**config.mk**
```make
export PLATFORM = sky130hd
export DESIGN_NAME = exec_stage
export DESIGN_NICKNAME = d
export VERILOG_FILES = /design/src/rtl/exec_stage_pkg.sv /design/src/rtl/mul16_iter.sv /design/src/rtl/exec_stage.sv
export SDC_FILE = /design/constraint.sdc
export NUM_CORES = 1
export LEC_CHECK = 0
export CAP_MARGIN = 30
export CELL_PAD_IN_SITES_DETAIL_PLACEMENT = 0
export CELL_PAD_IN_SITES_GLOBAL_PLACEMENT = 1
export CORE_UTILIZATION = 30
export CTS_CLUSTER_DIAMETER = 100
export DETAILED_ROUTE_END_ITERATION = 8
export DONT_BUFFER_PORTS = 1
export PLACE_DENSITY = 0.59
export SYNTH_ARGS = -nofsm -noshare
export SYNTH_HDL_FRONTEND = slang
export SYNTH_SLANG_ARGS = --single-unit
```
**constraint.sdc**
```tcl
create_clock -name clk -period 4.5 [get_ports clk]
set_clock_uncertainty 0.05 [all_clocks]
set_input_delay 0.9 -clock clk [delete_from_list [all_inputs] [get_ports clk]]
set_output_delay 0.9 -clock clk [all_outputs]
set_load 0.01 [all_outputs]
```
**src/rtl/exec_stage_pkg.sv**
```systemverilog
// Shared types for the execute stage and register file: register/selector types, opcodes, instruction fields.
package exec_stage_pkg;

    typedef logic [15:0] reg16_t;
    typedef logic [2:0]  reg_sel_t;

    // Opcodes 8..15 carry no name and execute as NOP.
    typedef enum logic [3:0] {
        OP_ADD  = 4'd0,
        OP_SUB  = 4'd1,
        OP_AND  = 4'd2,
        OP_OR   = 4'd3,
        OP_XOR  = 4'd4,
        OP_MOV  = 4'd5,
        OP_MUL  = 4'd6,
        OP_ADDI = 4'd7
    } op_t;

    localparam int OP_LSB  = 12;
    localparam int D_LSB   = 9;
    localparam int N_LSB   = 6;
    localparam int M_LSB   = 3;
    localparam int IMM_LSB = 0;

    function automatic logic [3:0] get_op(input reg16_t w);
        return w[OP_LSB +: 4];
    endfunction

    function automatic reg_sel_t get_d(input reg16_t w);
        return w[D_LSB +: 3];
    endfunction

    function automatic reg_sel_t get_n(input reg16_t w);
        return w[N_LSB +: 3];
    endfunction

    function automatic reg_sel_t get_m(input reg16_t w);
        return w[M_LSB +: 3];
    endfunction

    function automatic logic [2:0] get_imm(input reg16_t w);
        return w[IMM_LSB +: 3];
    endfunction

endpackage

```
**src/rtl/mul16_iter.sv**
```systemverilog
// Iterative 16x16 shift-add multiplier keeping the low 16 product bits, one partial product per cycle.
// done is high during the 16th iteration; product is final from the following cycle until the next start.
module mul16_iter
    import exec_stage_pkg::*;
(
    input  logic   clk,
    input  logic   reset,
    input  logic   start,
    input  reg16_t a,
    input  reg16_t b,
    output logic   done,
    output reg16_t product
);

    reg16_t     a_sh;
    reg16_t     b_sh;
    reg16_t     acc;
    logic [3:0] cnt;
    logic       running;

    always_ff @(posedge clk) begin
        if (reset) begin
            running <= 1'b0;
            cnt     <= 4'd0;
            acc     <= '0;
            a_sh    <= '0;
            b_sh    <= '0;
        end else if (start) begin
            running <= 1'b1;
            cnt     <= 4'd0;
            acc     <= '0;
            a_sh    <= a;
            b_sh    <= b;
        end else if (running) begin
            // Bits shifted out of a_sh only affect product bits above 15.
            if (b_sh[0]) begin
                acc <= acc + a_sh;
            end
            a_sh <= a_sh << 1;
            b_sh <= b_sh >> 1;
            cnt  <= cnt + 4'd1;
            if (cnt == 4'd15) begin
                running <= 1'b0;
            end
        end
    end

    assign done    = running && (cnt == 4'd15);
    assign product = acc;

endmodule

```
**src/rtl/exec_stage.sv**
```systemverilog
// Multi-cycle execute stage: ALU ops take EXEC then WB, MUL spends 16 extra cycles in an iterative multiplier.
// Accepts one instruction only when idle; the register write, done pulse and flag update all happen in WB.
module exec_stage
    import exec_stage_pkg::*;
(
    input  logic       clk,
    input  logic       reset,
    input  logic       instr_valid,
    input  reg16_t     instr,
    output logic       instr_ready,
    output reg_sel_t   n,
    output reg_sel_t   m,
    input  reg16_t     rn,
    input  reg16_t     rm,
    output reg_sel_t   d,
    output reg16_t     rd,
    output logic       dw,
    output logic       busy,
    output logic       done,
    output logic [2:0] flags
);

    typedef enum logic [1:0] {IDLE, EXEC, MUL, WB} state_t;

    state_t     state;
    state_t     state_nxt;
    reg16_t     instr_q;
    reg16_t     result_q;
    logic       carry_q;
    logic [2:0] flags_q;
    logic [3:0] op_q;
    logic       is_nop;
    reg16_t     add_b;
    logic [16:0] sum17;
    reg16_t     alu_res;
    logic       alu_c;
    logic       mul_start;
    logic       mul_done;
    reg16_t     mul_product;
    reg16_t     wb_result;
    logic [2:0] wb_flags;
    logic       in_wb;

    assign op_q   = get_op(instr_q);
    assign is_nop = op_q[3];
    assign n      = get_n(instr_q);
    assign m      = get_m(instr_q);
    assign d      = get_d(instr_q);

    assign add_b = (op_q == OP_ADDI) ? {13'd0, get_imm(instr_q)} : rm;
    assign sum17 = {1'b0, rn} + {1'b0, add_b};

    always_comb begin
        alu_res = '0;
        alu_c   = 1'b0;
        case (op_q)
            OP_ADD, OP_ADDI: begin
                alu_res = sum17[15:0];
                alu_c   = sum17[16];
            end
            OP_SUB: begin
                alu_res = rn - rm;
                alu_c   = (rn < rm);
            end
            OP_AND:  alu_res = rn & rm;
            OP_OR:   alu_res = rn | rm;
            OP_XOR:  alu_res = rn ^ rm;
            OP_MOV:  alu_res = rn;
            default: ;
        endcase
    end

    assign mul_start = (state == EXEC) && (op_q == OP_MUL);

    mul16_iter u_mul (
        .clk     (clk),
        .reset   (reset),
        .start   (mul_start),
        .a       (rn),
        .b       (rm),
        .done    (mul_done),
        .product (mul_product)
    );

    always_comb begin
        state_nxt = state;
        case (state)
            IDLE: if (instr_valid) state_nxt = EXEC;
            EXEC: state_nxt = (op_q == OP_MUL) ? MUL : WB;
            MUL:  if (mul_done) state_nxt = WB;
            WB:   state_nxt = IDLE;
            default: state_nxt = IDLE;
        endcase
    end

    assign wb_result = (op_q == OP_MUL) ? mul_product : result_q;
    assign wb_flags  = {(wb_result == 16'd0), wb_result[15], carry_q};
    // A reset landing on the WB cycle suppresses the write and the done pulse.
    assign in_wb     = (state == WB) && !reset;

    always_ff @(posedge clk) begin
        if (reset) begin
            state    <= IDLE;
            instr_q  <= '0;
            result_q <= '0;
            carry_q  <= 1'b0;
            flags_q  <= 3'b000;
        end else begin
            state <= state_nxt;
            if (state == IDLE && instr_valid) begin
                instr_q <= instr;
            end
            if (state == EXEC) begin
                result_q <= alu_res;
                carry_q  <= alu_c;
            end
            if (state == WB && !is_nop) begin
                flags_q <= wb_flags;
            end
        end
    end

    assign instr_ready = (state == IDLE);
    assign busy        = (state != IDLE);
    assign done        = in_wb;
    assign dw          = in_wb && !is_nop;
    assign rd          = wb_result;
    assign flags       = (in_wb && !is_nop) ? wb_flags : flags_q;

endmodule

```
# Yosys cells after proc, flatten, opt, wreduce, memory -nomap -nowiden
# Index checks and enable logic that the tools add are counted.
dict set report classes {
  add_sub_neg 4
  magnitude_cmp 1
  n_eq_ne 13
  muxes 16
  bitwise_logic 3
  n_reduce_logical 17
}
# operator n
set op_table {}
lappend op_table {{$mux 16} 6}
lappend op_table {{$pmux 16 s6} 1}
lappend op_table {{$add 16x16->17} 1}
lappend op_table {{$add 16x16->16} 1}
lappend op_table {{$and 16x16->16} 1}
lappend op_table {{$eq 4x3->1 const B} 4}
lappend op_table {{$logic_not 16->1} 1}
lappend op_table {{$lt 16x16->1} 1}
lappend op_table {{$or 16x16->16} 1}
lappend op_table {{$sub 16x16->16} 1}
lappend op_table {{$xor 16x16->16} 1}
lappend op_table {{$eq 4x2->1 const B} 2}
lappend op_table {{$pmux 2 s4} 1}
lappend op_table {{$logic_and 1x1->1} 6}
lappend op_table {{$add 4x1->4 const B} 1}
lappend op_table {{$eq 2x2->1 const B} 2}
lappend op_table {{$eq 4x1->1 const B} 1}
lappend op_table {{$eq 4x4->1 const B} 1}
lappend op_table {{$logic_not 4->1} 1}
lappend op_table {{$mux 1} 4}
lappend op_table {{$mux 2} 2}
lappend op_table {{$ne 2x2->1 const B} 2}
lappend op_table {{$reduce_and 2->1} 2}
lappend op_table {{$reduce_bool 2->1} 2}
lappend op_table {{other kinds (6)} 8}
dict set report word_totals {
  reg_bits 91
  input_bits 51
  output_inout_bits 32
  elab_cells 64
}

# Depth between registers and ports, before layout
# Gate-level depths: netlist of the first run.
dict set report logic_depth {
  depth_word 4
  mapped_depth 13
  ltp_nobuf 11
}

# By module
# From an unflattened synthesis of the first run, not the netlist that was laid out.
dict set report hier_totals {
  hier_cells 968
  hier_area_um2 7592.3
}
# module n_inst cells_each area_each_um2 seq_area_each_um2
set by_module_without_submodules {}
lappend by_module_without_submodules {exec_stage 1 610 4674.5 760.7}
lappend by_module_without_submodules {mul16_iter 1 358 2917.8 1061.0}

# Worst setup path after synthesis of the first run
# No wires, ideal clock.
dict set report synth_path {
  path_kind {register to register}
  startpoint {register instr_q[14]}
  endpoint {register result_q[15]}
  setup_time_ns 0.120
  arrival_ns 2.993
  t_required_ns 4.330
  slack_ns 1.338
  path_stages_with_launch 14
  n_path_buf 3
  synth_period_minus_slack_ns 3.162
  path_cell_list {dfxtp_1 -> buf_2 -> nand2_1 -> or2_2 -> clkbuf_1 -> clkbuf_1 -> and2_1 -> ha_1 -> a21o_1 -> a31o_2 -> a221oi_1 -> a21boi_0 -> mux2i_1 -> o31a_1}
}
dict set report synth_via {
  elab_chain_len 4
  word_cells_on_any_way 11
  cone_classes {add/sub: 1; eq/ne: 6; mux: 2; reduce/logical: 2}
}
# element line_no
set synth_rtl {}
lappend synth_rtl {{from (decl)} exec_stage.sv:27} ;# reg16_t instr_q;
lappend synth_rtl {{from (signal assigned)} exec_stage.sv:111} ;# instr_q <= instr;
lappend synth_rtl {{$eq 4x3->1} {exec_stage.sv:50, exec_stage.sv:56}}
lappend synth_rtl {{$mux 16} exec_stage.sv:50} ;# assign add_b = (op_q == OP_ADDI) ? {13'd0, get_imm(instr_q)} : rm;
lappend synth_rtl {{$add 16x16->17} exec_stage.sv:51} ;# assign sum17 = {1'b0, rn} + {1'b0, add_b};
lappend synth_rtl {{$pmux 16 s6 *} exec_stage.sv:56} ;# case (op_q)
lappend synth_rtl {{to (signal assigned)} exec_stage.sv:114} ;# result_q <= alu_res;
lappend synth_rtl {{to (decl)} exec_stage.sv:28} ;# reg16_t result_q;
# Every way passes the cells marked *; elsewhere a longest branch is shown, timed or not.
# A chain may end at the register's enable or synchronous reset.

# Worst setup path in the final report of the first run
dict set report layout_path {
  startpoint {register instr_q[13]}
  endpoint {output flags[2]}
}
dict set report layout_via {
  elab_chain_len 4
}
# element line_no
set layout_rtl {}
lappend layout_rtl {{$eq 4x3->1} exec_stage.sv:96} ;# assign wb_result = (op_q == OP_MUL) ? mul_product : result_q;
lappend layout_rtl {{$mux 16} exec_stage.sv:96}
lappend layout_rtl {{named net rd[12]} exec_stage.sv:16} ;# output reg16_t rd,
lappend layout_rtl {{$logic_not 16->1} exec_stage.sv:97} ;# assign wb_flags = {(wb_result == 16'd0), wb_result[15], carry_q};
lappend layout_rtl {{$mux 3} exec_stage.sv:128} ;# assign flags = (in_wb && !is_nop) ? wb_flags : flags_q;
lappend layout_rtl {{to (decl)} exec_stage.sv:20} ;# output logic [2:0] flags
# The timed path passes the listed nets, and every way through them passes these cells.

==> results of run 1 <==
-- metrics by stage --
| stage | total power (uW) | setup WS (ns) | util, % | area [um2] |
|---|---|---|---|---|
| floorplan | 1740 | 1.34 | - | 7590 |
| global placement | 2020 | 0.911 | 31.7 | 7800 |
| detailed placement | 2010 | 0.833 | 31.7 | 7800 |
| CTS | 2920 | 0.680 | 33.1 | 8140 |
| global route | 3070 | 0.443 | 33.1 | 8140 |
| finish | 2900 | 0.707 | 33.1 | 8140 |
-- layout make-up --
class / count / area, um2
clock buffers: 10 / 239
clock inverters: 6 / 100
fillers: 2661 / 16500
inverters: 57 / 214
multi-input cells: 742 / 5280
flip-flops and latches: 91 / 1820
well taps: 324 / 405
repair buffers: 10 / 75.1
-- routing by layer --
layer  routed length (um)  share of wire [%]  up-vias
li1                     -                  -     3371
met1                11700                 47     3226
met2                11400                 46      143
met3                 1260                5.1       16
met4                  304                1.2        0
met5                    0                  0        -
-- cell usage after synthesis, types with 7 or more instances --
cell type   n
mux2i_1    36
a211oi_1   48
a21oi_1    66
o21ai_0    36
nand3_1    27
nor2b_1    15
ha_1       84
nand2_1    82
a21o_1     20
inv_1      57
mux2_2     22
nor2_1     83
buf_1       9
buf_2      11
a31oi_1     9
buf_4      10
o211ai_1   11
dfxtp_1    91
clkbuf_1   24
xnor2_1    17
nand2b_1    7
and2_1     18
nor3_1     20
o31ai_1     9
o21a_1      9
nand3b_1    9
or3_1       7
-- worst paths after layout --
check,end,cells past startpoint,slack (ns)
worst min-delay path,instr_q[2]$_SDFFE_PP0P_,2,0.42
worst min register to register,instr_q[2]$_SDFFE_PP0P_,2,0.42
worst max register to register,result_q[14]$_SDFFE_PP0P_,11,0.78
worst max-delay path,flags[2],6,0.71
-- power groups by stage --
stage | sequential (uW) | clock (uW) | combinational (uW)
after floorplan | 947 | 0 | 790
after global placement | 1000 | 0 | 1010
after detailed placement | 1000 | 0 | 1010
after CTS | 983 | 930 | 1010
after global routing | 993 | 968 | 1110
final | 981 | 911 | 1010
-- critical path, stage by stage (launching register included) --
cell and delay, ns:
dfxtp_1 0.58, and4bb_2 0.67, mux2_2 0.45, nor2_1 0.16, nor4b_1 0.23, and3_1 0.22
a21o_1 0.16
-- layout by cell type, fill, tap and decap left out, types with 7 or more instances in the layout --
master,instances
or3_1,7
buf_4,10
o211ai_1,11
xnor2_1,17
o31ai_1,9
inv_1,57
o21ai_0,36
a31oi_1,9
a211oi_1,48
nor2b_1,15
nand2_1,82
nand3_1,27
ha_1,84
mux2i_1,36
nor3_1,20
mux2_2,22
nor2_1,83
a21o_1,20
a21oi_1,66
o21a_1,9
dfxtp_1,90
nand3b_1,9
and2_1,18
clkbuf_16,9
-- kinds of logic (layout without fill, tap and decap cells) --
family / count (synthesis) / in the layout / synth area share [%]
AOI/OAI and AO/OA: 278 / 278 / 25.3
xor gates and xnor gates: 21 / 21 / 2.42
adders and majority gates: 87 / 87 / 14.6
buffers and inverters: 114 / 83 / 6.61
DFF: 91 / 91 / 24.0
muxes: 58 / 58 / 8.01
and+or+nand+nor: 298 / 298 / 19.0
-- registers in the layout, summed over array words and instances, names as in the netlist --
name and cells:
result_q 16, carry_q 1, instr_q 16, u_mul.b_sh 16
u_mul.a_sh 16, u_mul.cnt 4, u_mul.running 1, u_mul.product 16
state 2, flags_q 3
==> metrics.txt, run 1 <==
met1 Resource Use GR 25.1%; Netlist cell types 71; largest cells by area after synthesis dfxtp_1, ha_1, mux2i_1; GR Overflow Total 0; Avg Synthesized Cell Area 8.02 um2; VDD IR max 0.243 mV; switching power 1130 uW; Die Area 0.0260 mm2; vias in the first global route 6556; P per Cell Area 357 mW/mm2; first-pass GRT wire length 38000 um; Layout area overhead 7.13%; H-tree lvl count 3; CP Max Fanout 19; gpl congestion 0.873; Port Buffer Count 0; final wirelength 24600 um; HPWL Detailed 18500 um; Worst R2R Start instr_q[13]$_SDFFE_PP0P_; Flop pwr share 33.8%; Synth top area share 24.0%; status complete, no violations; Initial Util 30.9%; CTS tree built; Comb power frac 34.8%; largest net degree at the start of global routing 73; cts bufs inserted 9; core area 0.0246 mm2; total nets after synthesis 1085; min cycle time layout 3.79 ns; final setup fails 0; fin crit share 84.3%; Layout Cells excl Fill 1240; post-cts resize count 0; CTS Hold Bufs 0; Inst Count DP 1224; drt drc 0; Max-cap violations 0; Most Used Layer, Global Route met2; number of synthesized flops with an enable pin 0; # diodes 0; Sw Share 39.1%; Hold Path Class flip-flop to flip-flop; # Post-CTS Setup Buffers 0; Cell Int Power 1770 uW; via count 6756; Die Height 161 um; post-synthesis cell count 947; # clock sinks 91; yosys warns 0; Critical Path Source instr_q[13]$_SDFFE_PP0P_; crit path kind flip-flop to output pin; post-DR wirelength/cell 19.8 um; CP required 3.55 ns; first-pass detailed-route iteration total 5; leakage 0.00322 uW; FMAX 264 MHz; CTS root buffer clkbuf_16; Slew @ Worst Pin 1.02 ns; met2 global-route usage 31.5%; Slew Viols, Final 0; RSZ-0062 raised after global routing false; setup_tns 0 ns; area leader, netlist dfxtp_1; final hold violations 0; DRT iter0 DRCs 428; cell area after synthesis 0.00759 mm2; layout cell share with drive strength beyond 1 7.10%; initial antenna violation count 0; final hold slack 0.417 ns; GRT Total Usage 19.0%; register area share after synthesis 24.0%; worst hold start instr_q[2]$_SDFFE_PP0P_; Max clock buf depth 2; CP startpoint kind flip-flop; nets 1049; Worst setup EP type output pin; num rows 57; Global Route met3 Usage 4.42%; Clock Latency Late Sink 0.36 ns; IO Pins 83; Clk pwr share 31.4%; Worst slew margin 31.4%; Worst EP arrival 2.84 ns; Synth Register Bits 91; DR vias/cell 5.45; prevailing post-synth register cell dfxtp_1; ANT nets after route 0; width of the die 161 um; CTS clk-pin slew, worst paths 0.08 ns; post-synthesis async set-or-reset flop share 0%
(Power assumes the default switching activity.)
==> run 2: changes to the inputs <==
==> constraint.sdc (replaced) <==
create_clock -name clk -period 3.5 [get_ports clk]
set_clock_uncertainty 0.05 [all_clocks]
set_input_delay 0.7 -clock clk [delete_from_list [all_inputs] [get_ports clk]]
set_output_delay 0.7 -clock clk [all_outputs]
set_load 0.01 [all_outputs]
==> run 2 against run 1 <==
Compared with the run above:
- global-route usage is 0.33 points higher
- power rose by 24%
- final cell count grew 1.1%
- combinational power is 37% higher
- register-to-register slack worse by 0.52 ns
- clock power is 6.4% higher
- critical path type unchanged
- highest routed layer unchanged
- worst setup slack got worse by 0.51 ns
- wire length up 1.5%
- sequential share of layout area decreased by 0.19 points
- first-iteration DRC count increased by 0.23%
- largest power group unchanged
==> metrics.txt, run 2 (same netlist as run 1, synthesis figures left out) <==
Hold Path Class primary input to flip-flop; Flop pwr share 34.9% (+1.1 points); Layout area overhead 8.06%; final wirelength 25000 um (+1.5%); cts bufs inserted 9 (unchanged); max incr delay on CP 0.49 ns (-0.18 ns); worst path cell trace buf_4, and4bb_4, buf_6, mux2_2, nor4b_2, and3_1, a21o_1; layout cell share with drive strength beyond 1 8.92% (+1.8 points); gpl congestion 0.872 (about the same); most frequent cells in the layout dfxtp_1, ha_1, nand2_1, nor2_1, a21oi_1; fin crit share 94.4%; num rows 57 (unchanged); crit path kind flip-flop to output pin; ANT nets after route 0 (unchanged); # Post-CTS Setup Buffers 0 (unchanged); CP Max Fanout 17 (-2); DRT iter0 DRCs 429 (+0.23%); Worst setup EP type output pin; Worst R2R Start instr_q[15]$_SDFFE_PP0P_; Port Buffer Count 0 (unchanged); # clock sinks 91 (unchanged); H-tree lvl count 3 (unchanged); initial antenna violation count 0 (unchanged); final hold violations 0 (unchanged); DR vias/cell 5.39 (-1.0%); Tot Pwr 3600 uW (+24%); commonest non-fill, non-tap cell in the layout dfxtp_1; worst hold start reset; CP max stage cell and4bb_4; CTS Hold Bufs 0 (unchanged); via count 6763 (+0.10%); Worst slew margin 47.9% (+16 points); CTS root buffer clkbuf_16; status complete, no violations; switching power 1450 uW (+28%); CP required 2.75 ns (-0.80 ns); Slew Viols, Final 0 (unchanged); core area 0.0246 mm2 (unchanged); post-DR wirelength/cell 19.9 um (+0.34%); min cycle time layout 3.31 ns; IO Pins 83 (unchanged); number of fill cells 2641 (-0.75%); Worst Setup Slack, final 0.195 ns (-0.512 ns); Max-cap violations 0 (unchanged); Max clock buf depth 2 (unchanged); Layout Cells excl Fill 1254 (+1.1%); Clock Latency Late Sink 0.35 ns (about the same); VDD IR max 0.402 mV (+65%); post-cts resize count 0 (unchanged); CP top delay family simple AND/OR/NAND/NOR gates; leakage 0.00326 uW (+1.3%); Clk pwr share 26.9% (-4.5 points); RSZ-0062 raised after global routing true; drt drc 0 (unchanged); HPWL Detailed 19000 um (+2.6%); Initial Util 30.9% (unchanged); Slew @ Worst Pin 0.776 ns (-0.248 ns); Inst Count DP 1238 (+1.1%); Buf/Inv on CP 2 (+2); width of the die 161 um (unchanged); Cell Int Power 2150 uW (+22%); FMAX 303 MHz; CTS clk-pin slew, worst paths 0.07 ns (about the same); largest net degree at the start of global routing 73 (unchanged); Critical Path Source instr_q[15]$_SDFFE_PP0P_; Worst EP arrival 2.56 ns (-0.28 ns); Die Area 0.0260 mm2 (unchanged); Post-DP Area 0.00790 mm2 (+1.3%); final hold slack 0.366 ns (-0.0502 ns); CTS tree built; GR Overflow Total 0 (unchanged); GRT Total Usage 19.4% (+0.33 points); first-pass GRT wire length 38500 um (+1.3%); Comb power frac 38.2% (+3.4 points); CP startpoint kind flip-flop; first-pass detailed-route iteration total 6 (+1); # diodes 0 (unchanged); P per Cell Area 439 mW/mm2 (+23%); Design Area, Final 0.00821 mm2 (+0.86%); final setup fails 0 (unchanged); worst slack, placed 0.166 ns (-0.668 ns); vias in the first global route 6426 (-2.0%); Sw Share 40.3% (+1.2 points); Die Height 161 um (unchanged); nets 1063 (+1.3%)
## run 2: worst reg2reg max path: stages, from the launching register on
cell      delay (ns)
dfxtp_1         0.31
nand2b_1        0.18
or2_2           0.37
mux2_2          0.30
ha_1            0.22
fa_1            0.42
a21oi_1         0.27
o21ai_1         0.25
a21oi_2         0.29
nor3_1          0.08
o31ai_1         0.26
nand3_1         0.11
## run 2: area by class of cell
| class | count | area [um2] | area share, % |
|---|---|---|---|
| multi-input combinational | 742 | 5310 | 64.6 |
| timing repair buffer | 24 | 184 | 2.24 |
| tap | 324 | 405 | 4.94 |
| sequential | 91 | 1820 | 22.2 |
| clock buffer | 10 | 229 | 2.79 |
| inverter | 57 | 214 | 2.61 |
| clock inverter | 6 | 46.3 | 0.564 |
## run 2: power groups by stage
| stage | Sequential [uW] | Combinational [uW] | Clock (uW) |
|---|---|---|---|
| finish | 1260 | 1380 | 969 |
| global route | 1270 | 1520 | 1040 |
| CTS | 1260 | 1370 | 1000 |
| detailed placement | 1280 | 1360 | 0 |
| global placement | 1290 | 1370 | 0 |
| floorplan | 1220 | 1020 | 0 |
## run 2: routing by layer
layer / wire length, um / global-route usage, % / vias to the layer above
met5: 0 / 0 / -
met4: 227 / 3.69 / 0
met3: 1310 / 3.93 / 17
met2: 11700 / 31.9 / 159
met1: 11700 / 26.1 / 3196
li1: - / - / 3391
## run 2: final timing paths
kind	end	slack [ns]	cells after the start
min reg2reg	instr_q[0]$_SDFFE_PP0P_	0.41	2
min	flags_q[0]$_SDFFE_PP0P_	0.37	1
max	flags[2]	0.19	7
max reg2reg	result_q[14]$_SDFFE_PP0P_	0.26	11
## run 2: per-stage QoR
stage	setup TNS, ns	utilization [%]
2_1_floorplan	0	-
3_3_place_gp	0	32.1
3_5_place_dp	0	32.1
4_1_cts	0	33.2
5_1_grt	-0.00686	33.4
6_report	0	33.4
==> run 3: changes to the inputs <==
--- a/config.mk
+++ b/config.mk
@@ -12,7 +12,7 @@
 export CTS_CLUSTER_DIAMETER = 100
 export DETAILED_ROUTE_END_ITERATION = 8
 export DONT_BUFFER_PORTS = 1
-export PLACE_DENSITY = 0.59
+export PLACE_DENSITY_LB_ADDON = 0.05
 export SYNTH_ARGS = -nofsm -noshare
 export SYNTH_HDL_FRONTEND = slang
 export SYNTH_SLANG_ARGS = --single-unit
==> run 3 against run 2 <==
Compared with the run above:
- critical path type unchanged
- utilization hardly changed
- flip-flop and latch count stayed put
- sequential power hardly changed
- sequential share of layout area hardly changed
- global-route usage is 1.2 points higher
- largest power group unchanged
- maximum frequency is 2.1% lower
- register-to-register slack worse by 0.04 ns
- combinational power hardly changed
- power is 2.2% higher
- worst setup slack worse by 0.070 ns
- count of clock-buffer cells in the layout stayed put
==> metrics.txt, run 3 (same netlist as run 1, synthesis figures left out) <==
status complete, no violations; gpl congestion 0.898 (+3.0%); final setup fails 0 (unchanged); switching power 1500 uW (+3.3%); CP required 2.75 ns (about the same); CTS tree built; max incr delay on CP 0.56 ns (+0.07 ns); FMAX 296 MHz (-2.1%); Cell Int Power 2180 uW (+1.4%); Clk pwr share 27.6% (+0.7 points); CTS clk-pin slew, worst paths 0.07 ns (about the same); Die Area 0.0260 mm2 (unchanged); # clock sinks 91 (unchanged); GRT Total Usage 20.6% (+1.2 points); FF-to-FF End result_q[12]$_SDFFE_PP0P_; first-pass detailed-route iteration total 4 (-2); IO Pins 83 (unchanged); DR vias/cell 5.47 (+1.5%); # Post-CTS Setup Buffers 0 (unchanged); setup_tns 0 ns (unchanged); Max clock buf depth 2 (unchanged); leakage 0.00326 uW (about the same); Worst setup EP type output pin; P per Cell Area 449 mW/mm2 (+2.2%); Sw Share 40.7% (+0.45 points); DRT iter0 DRCs 322 (-25%); Die Height 161 um (unchanged); commonest non-fill, non-tap cell in the layout dfxtp_1; H-tree lvl count 3 (unchanged); CP top delay family simple AND/OR/NAND/NOR gates; final wirelength 26400 um (+6.0%); drt drc 0 (unchanged); GR Overflow Total 0 (unchanged); final hold violations 0 (unchanged); Worst R2R Start instr_q[15]$_SDFFE_PP0P_; # diodes 0 (unchanged); Comb power frac 38.3% (about the same); CTS Hold Bufs 0 (unchanged); Buf/Inv on CP 1 (-1); Clock Latency Late Sink 0.36 ns (about the same); worst hold start reset; R2R depth 11 (unchanged); Slew Viols, Final 0 (unchanged); Worst EP arrival 2.63 ns (+0.07 ns); Layout area overhead 8.09% (about the same); largest net degree at the start of global routing 73 (unchanged); width of the die 161 um (unchanged); num rows 57 (unchanged); most frequent cells in the layout dfxtp_1, ha_1, nor2_1; post-DR wirelength/cell 21.1 um (+6.0%); initial antenna violation count 0 (unchanged); min cycle time layout 3.38 ns (+0.0700 ns); core area 0.0246 mm2 (unchanged); number of fill cells 2617 (-0.91%); Slew @ Worst Pin 0.926 ns (+0.150 ns); Hold Path Class primary input to flip-flop; R2R Setup Slk 0.22 ns (-0.04 ns); Hold EP u_mul.b_sh[15]$_SDFFE_PP0P_; worst path cell trace buf_4, and4bb_4, mux2_2, nor2_1, nor4b_1, and3_1, a21o_1; fin crit share 96.4% (+2.0 points); CTS root buffer clkbuf_16; layout cell share with drive strength beyond 1 8.71% (-0.22 points); crit path kind flip-flop to output pin; Worst slew margin 38.0% (-9.8 points); CP Max Fanout 19 (+2); HPWL Detailed 20300 um (+7.0%); Worst Setup Slack, final 0.125 ns (-0.0700 ns); ANT nets after route 0 (unchanged); hold-critical path depth 1 (unchanged); first-pass GRT wire length 40700 um (+5.7%); Initial Util 30.9% (unchanged); via count 6863 (+1.5%); cts bufs inserted 9 (unchanged); CP startpoint kind flip-flop; vias in the first global route 6736 (+4.8%); Flop pwr share 34.2% (-0.7 points); Port Buffer Count 0 (unchanged); VDD IR max 0.425 mV (+5.7%); worst slack, placed 0.0708 ns (-0.0949 ns); nets 1063 (unchanged); RSZ-0062 raised after global routing false; Max-cap violations 0 (unchanged); CP max stage cell and4bb_4
run 3: routing by layer:
metal	part of all wire, %	GRT usage [%]	routed length [um]	up-vias
li1	-	-	-	3390
met1	47	27.6	12500	3264
met2	46	33.5	12000	177
met3	4.9	3.06	1300	32
met4	2.5	6.82	660	0
met5	0	0	0	-
run 3: power by group through the flow:
stage	clock network, uW	registers, uW	logic (uW)
after floorplan	0	1220	1020
after global placement	0	1280	1400
after detailed placement	0	1280	1410
after CTS	1040	1260	1410
after global routing	1080	1270	1560
final	1020	1260	1410
run 3: worst max path at each step:
stage	end	startpoint	slack (ns)	cells past startpoint
after global routing	flags[2]	instr_q[15]$_SDFFE_PP0P_	0.002	7
after global placement	carry_q$_SDFFE_PP0P_	instr_q[15]$_SDFFE_PP0P_	0.19	11
after detailed placement	result_q[10]$_SDFFE_PP0P_	instr_q[15]$_SDFFE_PP0P_	0.07	11
after floorplan	result_q[15]$_SDFFE_PP0P_	instr_q[14]$_SDFFE_PP0P_	0.34	13
after CTS	result_q[10]$_SDFFE_PP0P_	instr_q[15]$_SDFFE_PP0P_	0.05	11
final	flags[2]	instr_q[15]$_SDFFE_PP0P_	0.12	7
run 3: final cells by class:
cell class                 instances  area [um2]  share of cell area (%)
clock buffer                      10         239                    2.91
clock inverter                     6        53.8                   0.655
inverter                          57         214                    2.61
multi-input combinational        742        5290                    64.5
sequential                        91        1820                    22.2
tap                              324         405                    4.94
timing repair buffer              24         180                    2.19
run 3: per-stage QoR:
step | instances | util, % | total power, uW | instance area (um2) | hold WS, ns
6_report | 1254 | 33.4 | 3680 | 8210 | 0.363
5_1_grt | 1254 | 33.4 | 3920 | 8210 | 0.359
4_1_cts | 1254 | 33.3 | 3720 | 8200 | 0.353
3_5_place_dp | 1238 | 32.1 | 2690 | 7900 | 0.402
3_3_place_gp | 1238 | 32.1 | 2680 | 7900 | 0.411
2_1_floorplan | 947 | - | 2230 | 7590 | 0.384
run 3: timing repair:
item	4_1_cts	5_1_grt
setup endpoints to repair	1	5
pin swaps	0	1
gates resized for setup	1	3
